`src/rtl/decode_pkg.sv`:
```
// decode_pkg: shared constants for the decode stage.
//   imm_type_e : immediate-format codes driven on o_imm_type
//   OP_*       : 7-bit major opcodes recognised by the decoder
package decode_pkg;

    typedef enum logic [2:0] {
        IMM_R = 3'd0,
        IMM_I = 3'd1,
        IMM_S = 3'd2,
        IMM_B = 3'd3,
        IMM_U = 3'd4,
        IMM_J = 3'd5
    } imm_type_e;

    localparam logic [6:0] OP_REG    = 7'b0110011;
    localparam logic [6:0] OP_IMM    = 7'b0010011;
    localparam logic [6:0] OP_LOAD   = 7'b0000011;
    localparam logic [6:0] OP_JALR   = 7'b1100111;
    localparam logic [6:0] OP_SYSTEM = 7'b1110011;
    localparam logic [6:0] OP_FENCE  = 7'b0001111;
    localparam logic [6:0] OP_STORE  = 7'b0100011;
    localparam logic [6:0] OP_BRANCH = 7'b1100011;
    localparam logic [6:0] OP_LUI    = 7'b0110111;
    localparam logic [6:0] OP_AUIPC  = 7'b0010111;
    localparam logic [6:0] OP_JAL    = 7'b1101111;

endpackage

```
`src/rtl/decode_pipe_imm_gen.sv`:
```
// imm_gen: combinational per-lane opcode classifier and immediate builder.
//   instr    in  32    instruction word
//   imm      out XLEN  sign-extended immediate (0 for R-type and illegal)
//   imm_type out 3     imm_type_e code (0 when illegal)
//   illegal  out 1     opcode not recognised (includes bits[1:0] != 2'b11)
module imm_gen
    import decode_pkg::*;
#(
    parameter int XLEN = 32
) (
    input  logic [31:0]     instr,
    output logic [XLEN-1:0] imm,
    output logic [2:0]      imm_type,
    output logic            illegal
);

    imm_type_e t;

    always_comb begin
        t       = IMM_R;
        imm     = '0;
        illegal = 1'b0;
        // Every recognised opcode ends in 2'b11, so the full 7-bit match
        // also rejects compressed-style encodings.
        case (instr[6:0])
            OP_REG: t = IMM_R;
            OP_IMM, OP_LOAD, OP_JALR, OP_SYSTEM, OP_FENCE: begin
                t   = IMM_I;
                imm = XLEN'($signed(instr[31:20]));
            end
            OP_STORE: begin
                t   = IMM_S;
                imm = XLEN'($signed({instr[31:25], instr[11:7]}));
            end
            OP_BRANCH: begin
                t   = IMM_B;
                imm = XLEN'($signed({instr[31], instr[7], instr[30:25],
                                     instr[11:8], 1'b0}));
            end
            OP_LUI, OP_AUIPC: begin
                t   = IMM_U;
                imm = XLEN'($signed({instr[31:12], 12'b0}));
            end
            OP_JAL: begin
                t   = IMM_J;
                imm = XLEN'($signed({instr[31], instr[19:12], instr[20],
                                     instr[30:21], 1'b0}));
            end
            default: illegal = 1'b1;
        endcase
    end

    assign imm_type = t;

endmodule

```
`src/rtl/decode_pipe.sv`:
```
// decode_pipe: one registered decode stage for LANES instructions per cycle.
//   i_clk, i_rst_n       clock, synchronous active-low reset
//   i_valid / o_ready    upstream handshake (o_ready = !o_valid || i_ready)
//   i_lane_en, i_instr   lane mask and instruction words (lane 0 in [31:0])
//   i_kill               flush held and incoming bundle
//   o_valid / i_ready    downstream handshake
//   o_lane_en, o_drd, o_drs1, o_drs2, o_funct3, o_funct7, o_imm,
//   o_imm_type, o_illegal  registered per-lane decode results
module decode_pipe
    import decode_pkg::*;
#(
    parameter int LANES = 1,
    parameter int XLEN  = 32
) (
    input  logic                  i_clk,
    input  logic                  i_rst_n,
    input  logic                  i_valid,
    output logic                  o_ready,
    input  logic [LANES-1:0]      i_lane_en,
    input  logic [32*LANES-1:0]   i_instr,
    input  logic                  i_kill,
    output logic                  o_valid,
    input  logic                  i_ready,
    output logic [LANES-1:0]      o_lane_en,
    output logic [5*LANES-1:0]    o_drd,
    output logic [5*LANES-1:0]    o_drs1,
    output logic [5*LANES-1:0]    o_drs2,
    output logic [3*LANES-1:0]    o_funct3,
    output logic [7*LANES-1:0]    o_funct7,
    output logic [XLEN*LANES-1:0] o_imm,
    output logic [3*LANES-1:0]    o_imm_type,
    output logic [LANES-1:0]      o_illegal
);

    logic [XLEN*LANES-1:0] gen_imm;
    logic [3*LANES-1:0]    gen_type;
    logic [LANES-1:0]      gen_ill;

    for (genvar g = 0; g < LANES; g++) begin : g_lane
        imm_gen #(.XLEN(XLEN)) u_imm_gen (
            .instr    (i_instr[32*g +: 32]),
            .imm      (gen_imm[XLEN*g +: XLEN]),
            .imm_type (gen_type[3*g +: 3]),
            .illegal  (gen_ill[g])
        );
    end

    logic [5*LANES-1:0]    d_drd, d_drs1, d_drs2;
    logic [3*LANES-1:0]    d_funct3, d_type;
    logic [7*LANES-1:0]    d_funct7;
    logic [XLEN*LANES-1:0] d_imm;
    logic [LANES-1:0]      d_ill;

    // Field zeroing per format; disabled or illegal lanes are all-zero.
    always_comb begin
        d_drd    = '0;
        d_drs1   = '0;
        d_drs2   = '0;
        d_funct3 = '0;
        d_funct7 = '0;
        d_imm    = '0;
        d_type   = '0;
        d_ill    = '0;
        for (int unsigned l = 0; l < LANES; l++) begin
            if (i_lane_en[l]) begin
                d_ill[l] = gen_ill[l];
                if (!gen_ill[l]) begin
                    d_imm[XLEN*l +: XLEN] = gen_imm[XLEN*l +: XLEN];
                    d_type[3*l +: 3]      = gen_type[3*l +: 3];
                    d_drd[5*l +: 5]       = i_instr[32*l+7  +: 5];
                    d_drs1[5*l +: 5]      = i_instr[32*l+15 +: 5];
                    d_drs2[5*l +: 5]      = i_instr[32*l+20 +: 5];
                    d_funct3[3*l +: 3]    = i_instr[32*l+12 +: 3];
                    case (gen_type[3*l +: 3])
                        IMM_R: d_funct7[7*l +: 7] = i_instr[32*l+25 +: 7];
                        IMM_I: d_drs2[5*l +: 5] = '0;
                        IMM_S, IMM_B: d_drd[5*l +: 5] = '0;
                        default: begin
                            d_funct3[3*l +: 3] = '0;
                            d_drs1[5*l +: 5]   = '0;
                            d_drs2[5*l +: 5]   = '0;
                        end
                    endcase
                end
            end
        end
    end

    logic take_in;

    assign o_ready = !o_valid || i_ready;
    assign take_in = i_valid && o_ready;

    always_ff @(posedge i_clk) begin
        if (!i_rst_n) begin
            o_valid    <= 1'b0;
            o_lane_en  <= '0;
            o_drd      <= '0;
            o_drs1     <= '0;
            o_drs2     <= '0;
            o_funct3   <= '0;
            o_funct7   <= '0;
            o_imm      <= '0;
            o_imm_type <= '0;
            o_illegal  <= '0;
        end else if (i_kill) begin
            o_valid <= 1'b0;
        end else if (take_in) begin
            o_valid    <= 1'b1;
            o_lane_en  <= i_lane_en;
            o_drd      <= d_drd;
            o_drs1     <= d_drs1;
            o_drs2     <= d_drs2;
            o_funct3   <= d_funct3;
            o_funct7   <= d_funct7;
            o_imm      <= d_imm;
            o_imm_type <= d_type;
            o_illegal  <= d_ill;
        end else if (i_ready) begin
            o_valid <= 1'b0;
        end
    end

endmodule
```
`config.mk`:
```
export PLATFORM = sky130hd
export DESIGN_NAME = decode_pipe
export DESIGN_NICKNAME = d
export VERILOG_FILES = /design/src/rtl/decode_pkg.sv /design/src/rtl/decode_pipe_imm_gen.sv /design/src/rtl/decode_pipe.sv
export SDC_FILE = /design/constraint.sdc
export NUM_CORES = 1
export LEC_CHECK = 0
export CAP_MARGIN = 10
export CORE_MARGIN = 3
export CORE_UTILIZATION = 46
export DETAILED_ROUTE_END_ITERATION = 7
export PLACE_DENSITY = 0.93
export SYNTH_ARGS = -nofsm -noshare
export SYNTH_HDL_FRONTEND = slang
export SYNTH_SLANG_ARGS = --single-unit
```
`constraint.sdc`:
```
create_clock -name i_clk -period 5.3 [get_ports i_clk]
set_input_delay 1.06 -clock i_clk [delete_from_list [all_inputs] [get_ports i_clk]]
set_output_delay 1.06 -clock i_clk [all_outputs]
set_load 0.05 [all_outputs]
```
# == Yosys cells after proc, flatten, opt, wreduce, memory -nomap -nowiden ==
# Cells that the tools add are included.
# op_classes
eq_ne,14
muxes,25
bitwise,2
n_reduce_logical,13
# ops
operator,count
$pmux 32 s5,1
$mux 32,2
$mux 5,9
$eq 7x7->1 const B,4
$eq 7x6->1 const B,3
$mux 7,3
$mux 3,5
$pmux 3 s5,1
$eq 7x5->1 const B,2
$reduce_or 11->1,1
$eq 7x2->1 const B,1
$eq 7x4->1 const B,1
$eq 3x2->1 const B,2
$reduce_or 2->1,3
$reduce_or 5->1,1
$mux 1,4
$reduce_or 4->1,1
$eq 3x1->1 const B,1
$logic_not 3->1,1
$reduce_or 3->1,1
$not 1->1,2
$reduce_and 2->1,1
$reduce_bool 2->1,1
$logic_and 1x1->1,1
other kinds (2),2
# totals
regBits,63
input_bits,38
output_inout_bits,64
wordCells,64

# == Longest topological paths before layout ==
# Gate-level depths: netlist of the first run.
# logic_depth
word_depth,8
ltp_mapped,8
ltp_nobuf,5

# == By module ==
# A second synthesis of the first run with hierarchy kept.
# unflattened
cells_unflattened,398
area_unflattened_um2,3345.7
# by_module_without_submodules
mod,instances,cells_each,area_per_inst_um2
decode_pipe,1,300,2663.8
imm_gen,1,98,681.9

# == Least setup slack after synthesis of the first run ==
# Ideal clock, no wire load.
# synth_path
path_kind,input to register
from,input port i_ready
to,register o_illegal
setup_ns,0.075
t_arrival_ns,2.674
required_time_ns,5.225
path_slack_ns,2.551
stages,8
path_cell_list,nand2b_1 > nand3b_1 > and2_1 > clkbuf_1 > clkbuf_1 > buf_4 > nand2_1 > o21ai_0
# synth_via
elab_chain_len,3
# synth_lines
element,line,source
start: declaration,decode_pipe.sv:23,"input logic i_ready,"
$logic_or 1x1->1,decode_pipe.sv:91,assign o_ready = !o_valid || i_ready;
$logic_and 1x1->1,decode_pipe.sv:92,assign take_in = i_valid && o_ready;
$reduce_and 2->1 (no line),n/a,
end signal: assignment,decode_pipe.sv:118,o_illegal <= d_ill;
end: declaration,decode_pipe.sv:32,output logic [LANES-1:0] o_illegal
# No other way between the ends.
# A chain may end at the register's enable or synchronous reset.

# == Worst setup path after layout of the first run ==
# layout_path
from,input port i_ready
to,output port o_ready
# layout_via
elab_chain_len,1
# layout_lines
element,line,source
$logic_or 1x1->1,decode_pipe.sv:91,
end: declaration,decode_pipe.sv:18,"output logic o_ready,"
# No other way between the ends.

==> results of run 1 <==
-- cell type report --
class                      instances  area share [%]
multi-input combinational        184            31.2
tap                               70            2.29
clock buffer                       9            3.24
timing repair buffer             102            26.6
clock inverter                     7            3.14
sequential                        63            33.0
inverter                           5           0.491
-- worst reg2reg max path, stage by stage (launching register included) --
cell	delay, ps
sky130_fd_sc_hd__dfxtp_1	330
sky130_fd_sc_hd__nand2b_1	130
sky130_fd_sc_hd__nand3b_1	180
sky130_fd_sc_hd__and2_2	870
sky130_fd_sc_hd__a22o_1	330
-- how the worst min path moves through the flow --
stage | start | endpoint | slack, ps
6_report | o_imm[1] | o_imm[1] | 460
4_1_cts | o_imm[1] | o_imm[1] | 460
3_3_place_gp | o_imm[30] | o_imm[30] | 430
5_1_grt | o_imm[3] | o_imm[3] | 480
3_5_place_dp | o_imm[25] | o_imm[25] | 450
2_1_floorplan | o_illegal | o_illegal | 670
-- metrics by stage --
| stage | total power (uW) | setup WS [ps] | std cells | util [%] |
|---|---|---|---|---|
| floorplan | 537 | 2550 | 270 | - |
| global placement | 580 | 1710 | 424 | 67.9 |
| detailed placement | 581 | 1690 | 424 | 67.9 |
| CTS | 1080 | 1690 | 440 | 72.5 |
| global route | 1120 | 1660 | 440 | 72.5 |
| finish | 1080 | 1690 | 440 | 72.5 |
-- routing by layer --
metal  vias to the layer above  track usage, %  share of wire (%)
met5                         -               0                  0
met4                         0            9.29               0.94
met3                         7            6.10                8.7
met2                       115            43.2                 49
met1                      1238            30.6                 41
li1                       1197               -                  -
-- cells by family after synthesis --
group | synth area share (%)
AND/OR/NAND/NOR | 14.1
XOR/XNOR | 0.340
buffers and inverters | 4.81
AO/OA/AOI/OAI | 31.8
flip-flops | 49.0
-- cell usage in the layout, fill, tap and decap left out, types with 3 or more instances in the layout --
cell type and n:
sky130_fd_sc_hd__clkdlybuf4s50_1 101, sky130_fd_sc_hd__dfxtp_1 63, sky130_fd_sc_hd__nand2_1 35, sky130_fd_sc_hd__a22o_1 34
sky130_fd_sc_hd__o21ai_0 26, sky130_fd_sc_hd__a21oi_1 19, sky130_fd_sc_hd__clkbuf_8 9, sky130_fd_sc_hd__nor2_1 8
sky130_fd_sc_hd__a31oi_1 5, sky130_fd_sc_hd__inv_1 5, sky130_fd_sc_hd__a21o_1 5, sky130_fd_sc_hd__a22oi_1 5
sky130_fd_sc_hd__nand3_1 5, sky130_fd_sc_hd__a221o_1 4, sky130_fd_sc_hd__and3b_1 3, sky130_fd_sc_hd__a21boi_0 3
sky130_fd_sc_hd__bufinv_16 3
-- flip-flops by register name (all words and copies together) (netlist names) --
register,flops
o_drd,5
o_imm_type,3
o_valid,1
o_illegal,1
o_lane_en,1
o_imm,32
o_drs2,5
o_funct7,7
o_funct3,3
o_drs1,5
-- power groups by stage --
| stage | Combinational [uW] | Clock [uW] | Sequential (uW) |
|---|---|---|---|
| floorplan | 42.1 | 0 | 495 |
| global placement | 93.0 | 0 | 487 |
| detailed placement | 94.2 | 0 | 487 |
| CTS | 95.4 | 512 | 476 |
| global route | 102 | 538 | 476 |
| finish | 96.1 | 511 | 476 |
==> results by stage, run 1 <==
Power and ir drop:
- The maximum resistive drop on vdd is 208 uV.
- In this run switching power makes up 23.4% of total power.
- The sequential share of power is 43.9%.
- The leakage power is 0.00140 uW.
- The analysis attributes to net switching a power of 254 uW.
- The clock network burns 47.2% of the power.
- Cell internal power was estimated by the tool at slightly above 800 uW.
- For this design the ratio of total power to cell area is 284 nW/um^2.
- The combinational group share of total power is 8.9%.

Clock tree:
- The H-tree depth is 3.
- TritonCTS built the clock tree.
- The longest clock path from root to sink contains 2 buffers.
- Clock-pin slew was measured on the worst setup and hold paths at 60 ps.
- At the later pin of the worst-skew pair, clock insertion delay measures 340 ps.
- The number of clock buffers inserted by TritonCTS is 9.
- After clock tree synthesis, the flow added hold-fix buffers numbering 0.
- The number of gates resized after cts is 0.
- The clock root buffer is sky130_fd_sc_hd__clkbuf_8.
- Post-CTS timing repair inserted 0 buffers for setup.
- The TritonCTS sink count is 63.

Global route:
- The number of global-route vias before repair was approximately 2.5k.
- Global routing used between 20% and 30% of the available tracks.
- The number of antenna violations at the first check in global routing is 0.
- The aggregate global routing overflow is 0.
- The global-route wire length before repair is 12700 um.
- The pin count of the biggest net entering global routing is 60.

Floorplanning:
- The chip width is 80.8 um.
- For this design the top-level I/O count stands at 102.
- The die boundary height is 80.8 um.
- The area of the core region is 5270 um^2.
- The floorplan has 26 rows.
- The die outline area is 6530 um^2.
- The starting density of the core is between 40% and 50%.

Worst setup path:
- The most prevalent standard cell on the critical path is sky130_fd_sc_hd__clkdlybuf4s50_1.
- The worst endpoint data arrival time is 2550 ps.
- Following the worst setup path forward leads to its endpoint at o_ready.
- The critical path endpoint category is a primary output.
- The critical path is of the primary input to primary output type.
- The largest stage delay on the critical path is 840 ps.
- The startpoint class of the critical path is a primary input.
- The startpoint of the worst register-to-register path is o_valid.
- Tracing the worst setup path back leads to its startpoint at i_ready.
- Traced cell by cell, the critical path runs through clkdlybuf4s50_1, nand2b_1, clkdlybuf4s50_1.
- The instance count on the critical path is 3.
- The logic depth of the worst register-to-register path is 4.
- Data on the critical path is required at its endpoint by ~4200 ps.
- Among all stages on the critical path, the largest delay is contributed by sky130_fd_sc_hd__clkdlybuf4s50_1.
- In this run the register-to-register setup slack is 3380 ps.
- In this design, the largest share of critical-path delay is due to buffers and inverters.
- The number of buffers and inverters on the critical path is 2.
- The top fanout value on the critical path is 6.
- In this run the critical register-to-register path is captured at o_drs1[3].

Timing:
- Setup violations remaining at the end of the flow were counted as 0.
- The final-report hold violation count is 0.
- The count of final max-slew check failures is 0.
- The hold slack is 459 ps.
- Derived from the worst setup path, the maximum achievable clock frequency is between 200 and 300 MHz.
- The share of the cycle needed by the critical path after routing is about two thirds.
- The worst pin sits at a relative slew slack of between 20% and 30%.
- Setup repair after global routing left no endpoint under its margin.
- The shortest clock period the worst path allows after layout is around 3600 ps.
- At the pin with the least slew margin, the transition time is 1060 ps.
- After routing, the total negative slack on setup checks comes to 0 ps.
- The worst clock skew is 9.26 ps.

Cells and area:
- The final instance area is 3820 um^2.
- Fill cells in the final layout number 381.
- The fraction of final layout cells with drive strength greater than 1 is 8.11%.
- The sequential cells in the finished layout cover a total of approximately 1300 um^2.
- The number of nets in the final layout is 403.
- The area of the multi-input gates is between 1000 and 1500 um^2.
- The number of antenna cells inserted is 0.
- From synthesis to final layout, the design area changed by 48.4%.

Yosys:
- The post-synthesis area per instance is about 9.5 um^2.
- The most common cell in the synthesized netlist is sky130_fd_sc_hd__dfxtp_1.
- The largest total area in the synthesized netlist belongs to sky130_fd_sc_hd__dfxtp_1.
- The fraction of post-synthesis cell area in the top cell type by area is 49.0%.
- The number of enable flip-flop cells after synthesis is 0.
- The warning count from the yosys run is 0.
- The most used flip-flop cell after synthesis is sky130_fd_sc_hd__dfxtp_1.
- Sorting the synthesized cells by area gives the leading types as sky130_fd_sc_hd__dfxtp_1 (49%), sky130_fd_sc_hd__a22o_1 (12%), sky130_fd_sc_hd__nand2_1 (5.1%).
- Sequential cells were found to cover 49.0% of the synthesized design area.
- The synthesized instance count is 270.
- The proportion of synthesized flip-flops having asynchronous set or reset is 0%.
- Ranked by instance count, the synthesized netlist is headed by sky130_fd_sc_hd__dfxtp_1 (63), sky130_fd_sc_hd__nand2_1 (35), sky130_fd_sc_hd__a22o_1 (34), sky130_fd_sc_hd__o21ai_0 (26), sky130_fd_sc_hd__a21oi_1 (19).
- The netlist area before placement is 2580 um^2.
- The number of nets in the synthesized netlist is 308.
- Synthesis instantiated 47 different standard cells from the library.
- The post-synthesis register bit count is 63.

Run status:
- The run finished with clean final reports.

Place:
- The HPWL after detailed placement is roughly 5700 um.
- The final weighted congestion in routability-driven placement is around 0.9.
- The number of I/O port buffers is 101.
- After detailed placement, the total cell area comes to 3580 um^2.

Route:
- In this run, the number of DRC markers left after iteration 0 of detailed routing was 191.
- Summing over every cut layer, the via total after detailed routing is about 2.6k.
- The number of iterations in the first detailed-routing pass is 4.
- Dividing the detail-routed via count by the number of cells gives 5.81.
- The detailed-route wire length per cell is between 15 and 20 um.
- The DRC violation count after routing is 0.
- The antenna violation net count after detailed routing is 0.
- The total length of routed wires is 8070 um.

Run:
- The max-capacitance violation count is 0.

Min path:
- The worst hold path was traced through 2 stages.
- The worst hold path belongs to the class flop to flop.
Note: power is estimated with default switching activity, not from simulation.
==> run 2, diff against run 1 <==
--- a/config.mk
+++ b/config.mk
@@ -7,9 +7,9 @@
 export LEC_CHECK = 0
 export CAP_MARGIN = 10
 export CORE_MARGIN = 3
-export CORE_UTILIZATION = 46
+export CORE_UTILIZATION = 43
 export DETAILED_ROUTE_END_ITERATION = 7
-export PLACE_DENSITY = 0.93
+export PLACE_DENSITY = 0.88
 export SYNTH_ARGS = -nofsm -noshare
 export SYNTH_HDL_FRONTEND = slang
 export SYNTH_SLANG_ARGS = --single-unit
==> constraint.sdc (replaced) <==
create_clock -name i_clk -period 3.75 [get_ports i_clk]
set_input_delay 0.75 -clock i_clk [delete_from_list [all_inputs] [get_ports i_clk]]
set_output_delay 0.75 -clock i_clk [all_outputs]
set_load 0.05 [all_outputs]
==> run 2 against run 1 <==
Net effect:
- routed wire length down 9.2%
- via count is 2.2% lower
- non-clock buffer count grew 1
- critical endpoint unchanged
- largest power group is now registers
==> results by stage, run 2 (synthesized netlist as in run 1, its figures left out) <==
Cells and area:
- The number of cells in the finished layout apart from fillers is 443.
- The number of filler instances in the final layout is 468.
- The library cells used most frequently in the layout, excluding fill and tap cells, are sky130_fd_sc_hd__clkdlybuf4s50_1 (101), sky130_fd_sc_hd__dfxtp_1 (63), sky130_fd_sc_hd__nand2_1 (35).
- Ranked by flip-flop count, first place goes to o_imm.
- The largest registers in the layout are o_imm x32, o_funct7 x7.
- The fraction of final layout cells with drive strength greater than 1 is approximately 8.4%.
- In the final design database the tool counted around 400 nets.
- The register with the most flip-flops in the layout has 32 of them.
- Relative to the synthesized area, the layout overhead comes to 47.4%.
- The post-route core utilization is a little under 70%.
- The repair_antennas step left the layout with diodes totalling 0.
- Leaving out fill and tap cells, the most frequent cell in the layout is sky130_fd_sc_hd__clkdlybuf4s50_1.

Timing:
- The remaining max-slew budget at the tightest pin is 50.8%.
- The final-report hold violation count was 0.
- After routing, the total negative slack on setup checks comes to 0 ps.
- The worst clock skew is about 2.5 ps.
- The count of final max-slew check failures was 0.
- The slew at the pin closest to its max-slew limit is 738 ps.
- Setup repair after global routing left no endpoint under its margin.
- Based on the critical path, the design can be clocked at up to 336 MHz.
- Setup violations remaining at the end of the flow were counted as 0.
- The shortest clock period the worst path allows after layout is 2980 ps.
- Dividing the final minimum period by the clock period gives 79.4%.
- The least setup slack across all paths after layout is 773 ps.

Power and ir drop:
- The leakage power is 0.00139 uW.
- The maximum resistive drop on vdd is 262 uV.
- The power density over the cells is ~370 nW/um^2.

Worst setup path:
- The buffers plus inverters on the worst setup path is 2.
- The cell that appears most often on the critical path is sky130_fd_sc_hd__clkdlybuf4s50_1.
- STA classifies the critical path startpoint as a primary input.
- The largest stage delay on the critical path is 840 ps.
- The worst setup path is captured at a primary output.
- The top fanout value on the critical path is 6.
- The endpoint required time on the critical path is around 3000 ps.
- The worst endpoint data arrival time is 2230 ps.
- The cell with the largest stage delay on the worst path is sky130_fd_sc_hd__clkdlybuf4s50_1.
- The cell family contributing the most delay on the critical path is buffers and inverters.
- The critical path is of the primary input to primary output type.
- The signal on the critical path passes through clkdlybuf4s50_1, nand2b_1, clkdlybuf4s50_1.

Global route:
- The global-route wire length before repair is 12000 um.
- The total global-route track usage is 21.2%.
- The pin count of the biggest net entering global routing is 37.
- The aggregate global routing overflow is 0.
- The number of antenna violations at the first check in global routing is 0.
- The number of global-route vias before repair is between 2k and 2.5k.

Clock tree:
- The number of buffers inserted by hold repair at cts is 0.
- In this run the number of H-tree levels came out at 3.
- For the worst-skew pair, the clock arrives at the later sink with an insertion delay of 340 ps.
- The post-CTS setup buffer count is 0.
- The clock passes through at most 2 buffers.
- The number of gates resized after cts is 0.
- The cell sitting at the root of the clock tree is a sky130_fd_sc_hd__clkbuf_8.
- The number of clock buffers inserted by TritonCTS is 9.
- The clock-pin transition on the worst setup and hold timing paths is 70 ps.
- The TritonCTS clock tree is yes.
- The tree built by TritonCTS fans out to 63 sinks.

Route:
- In the routed design, unresolved DRC markers number 0.
- For this run, the detailed router's first-pass iteration total came to 4.
- Once detail routing completed, the nets flagged for antenna violations numbered 0.
- After detailed routing, the average wire length per cell comes to 16.5 um.
- The routed design has roughly 7300 um of wire.
- After the first detailed-routing iteration, the DRC count stood at ~130.
- The detailed-route vias per instance is about 5.6.
- Across all layers, the routed design uses 2501 vias.

Run status:
- The flow ran to the end, and the final reports show no timing, DRC or antenna violations.

Min path:
- The tightest min-delay check is of the flop to flop type.

Place:
- The final weighted congestion in routability-driven placement is ~0.9.
- The number of placed instances, taps included, is 427.
- The number of I/O port buffers is 101.
- The setup slack after placement is 718 ps.
- The placed wire-length estimate after detailed placement is 5410 um.

Floorplanning:
- For this configuration, the core starts out at a cell density of around 46%.
- The chip width is 83.4 um.
- The floorplan has 27 rows.
- The die outline area is 6960 um^2.
- The floorplan step defined a core boundary enclosing 5640 um^2.
- The die boundary height is 83.4 um.
- 102 I/O pins were placed.

Run:
- Max-cap violations in this run came to 0.
-- run 2: changes by cell type in the layout (fill, tap and decap cells not counted), sizes merged --
cell    previous run  this run
buf                1         2
bufinv             3         1
clkbuf             9        11
clkinv             2         3
inv                6         5
-- run 2: final timing paths --
kind / from / endpoint / slack [ps] / depth (start not counted)
worst min-delay path: o_imm[24] / o_imm[24] / 450 / 2
worst min register to register: o_imm[24] / o_imm[24] / 450 / 2
worst max-delay path: i_ready / o_ready / 770 / 3
worst max register to register: o_valid / o_drs1[0] / 1830 / 5
-- run 2: metal layers --
layer / share of wire, % / global-route usage, % / up-vias
li1: - / - / 1192
met1: 42 / 26.5 / 1170
met2: 47 / 34.0 / 114
met3: 7.8 / 6.55 / 25
met4: 2.9 / 8.77 / 0
met5: 0 / 0 / -
-- run 2: metrics by stage --
stage               hold slack (ps)  total power (uW)  instance area (um^2)
floorplan                       669               758                  2580
global route                    483              1470                  3800
CTS                             458              1430                  3800
finish                          453              1420                  3800
global placement                434               819                  3590
detailed placement              441               822                  3590
-- run 2: layout make-up --
type | count | area, um^2 | share of cell area [%]
clock buffer | 11 | 151 | 3.99
clock inverter | 5 | 56.3 | 1.48
inverter | 5 | 18.8 | 0.494
multi-input combinational | 184 | 1190 | 31.4
sequential | 63 | 1260 | 33.2
tap | 72 | 90.1 | 2.37
timing repair buffer | 103 | 1030 | 27.0
-- run 2: worst register-to-register path, delay by kind of cell (launching register included) --
family                 cells  cell delay (ps)
AND/OR/NAND/NOR            3              940
AO/OA/AOI/OAI              1              190
buffers and inverters      1              390
flip-flops                 1              340
-- run 2: power by group --
part	switching (uW)	internal (uW)	total, uW	leakage [uW]
combinational	76.8	58.4	135	0.000777
clock	270	342	611	0.000105
sequential	1.58	672	673	0.000508
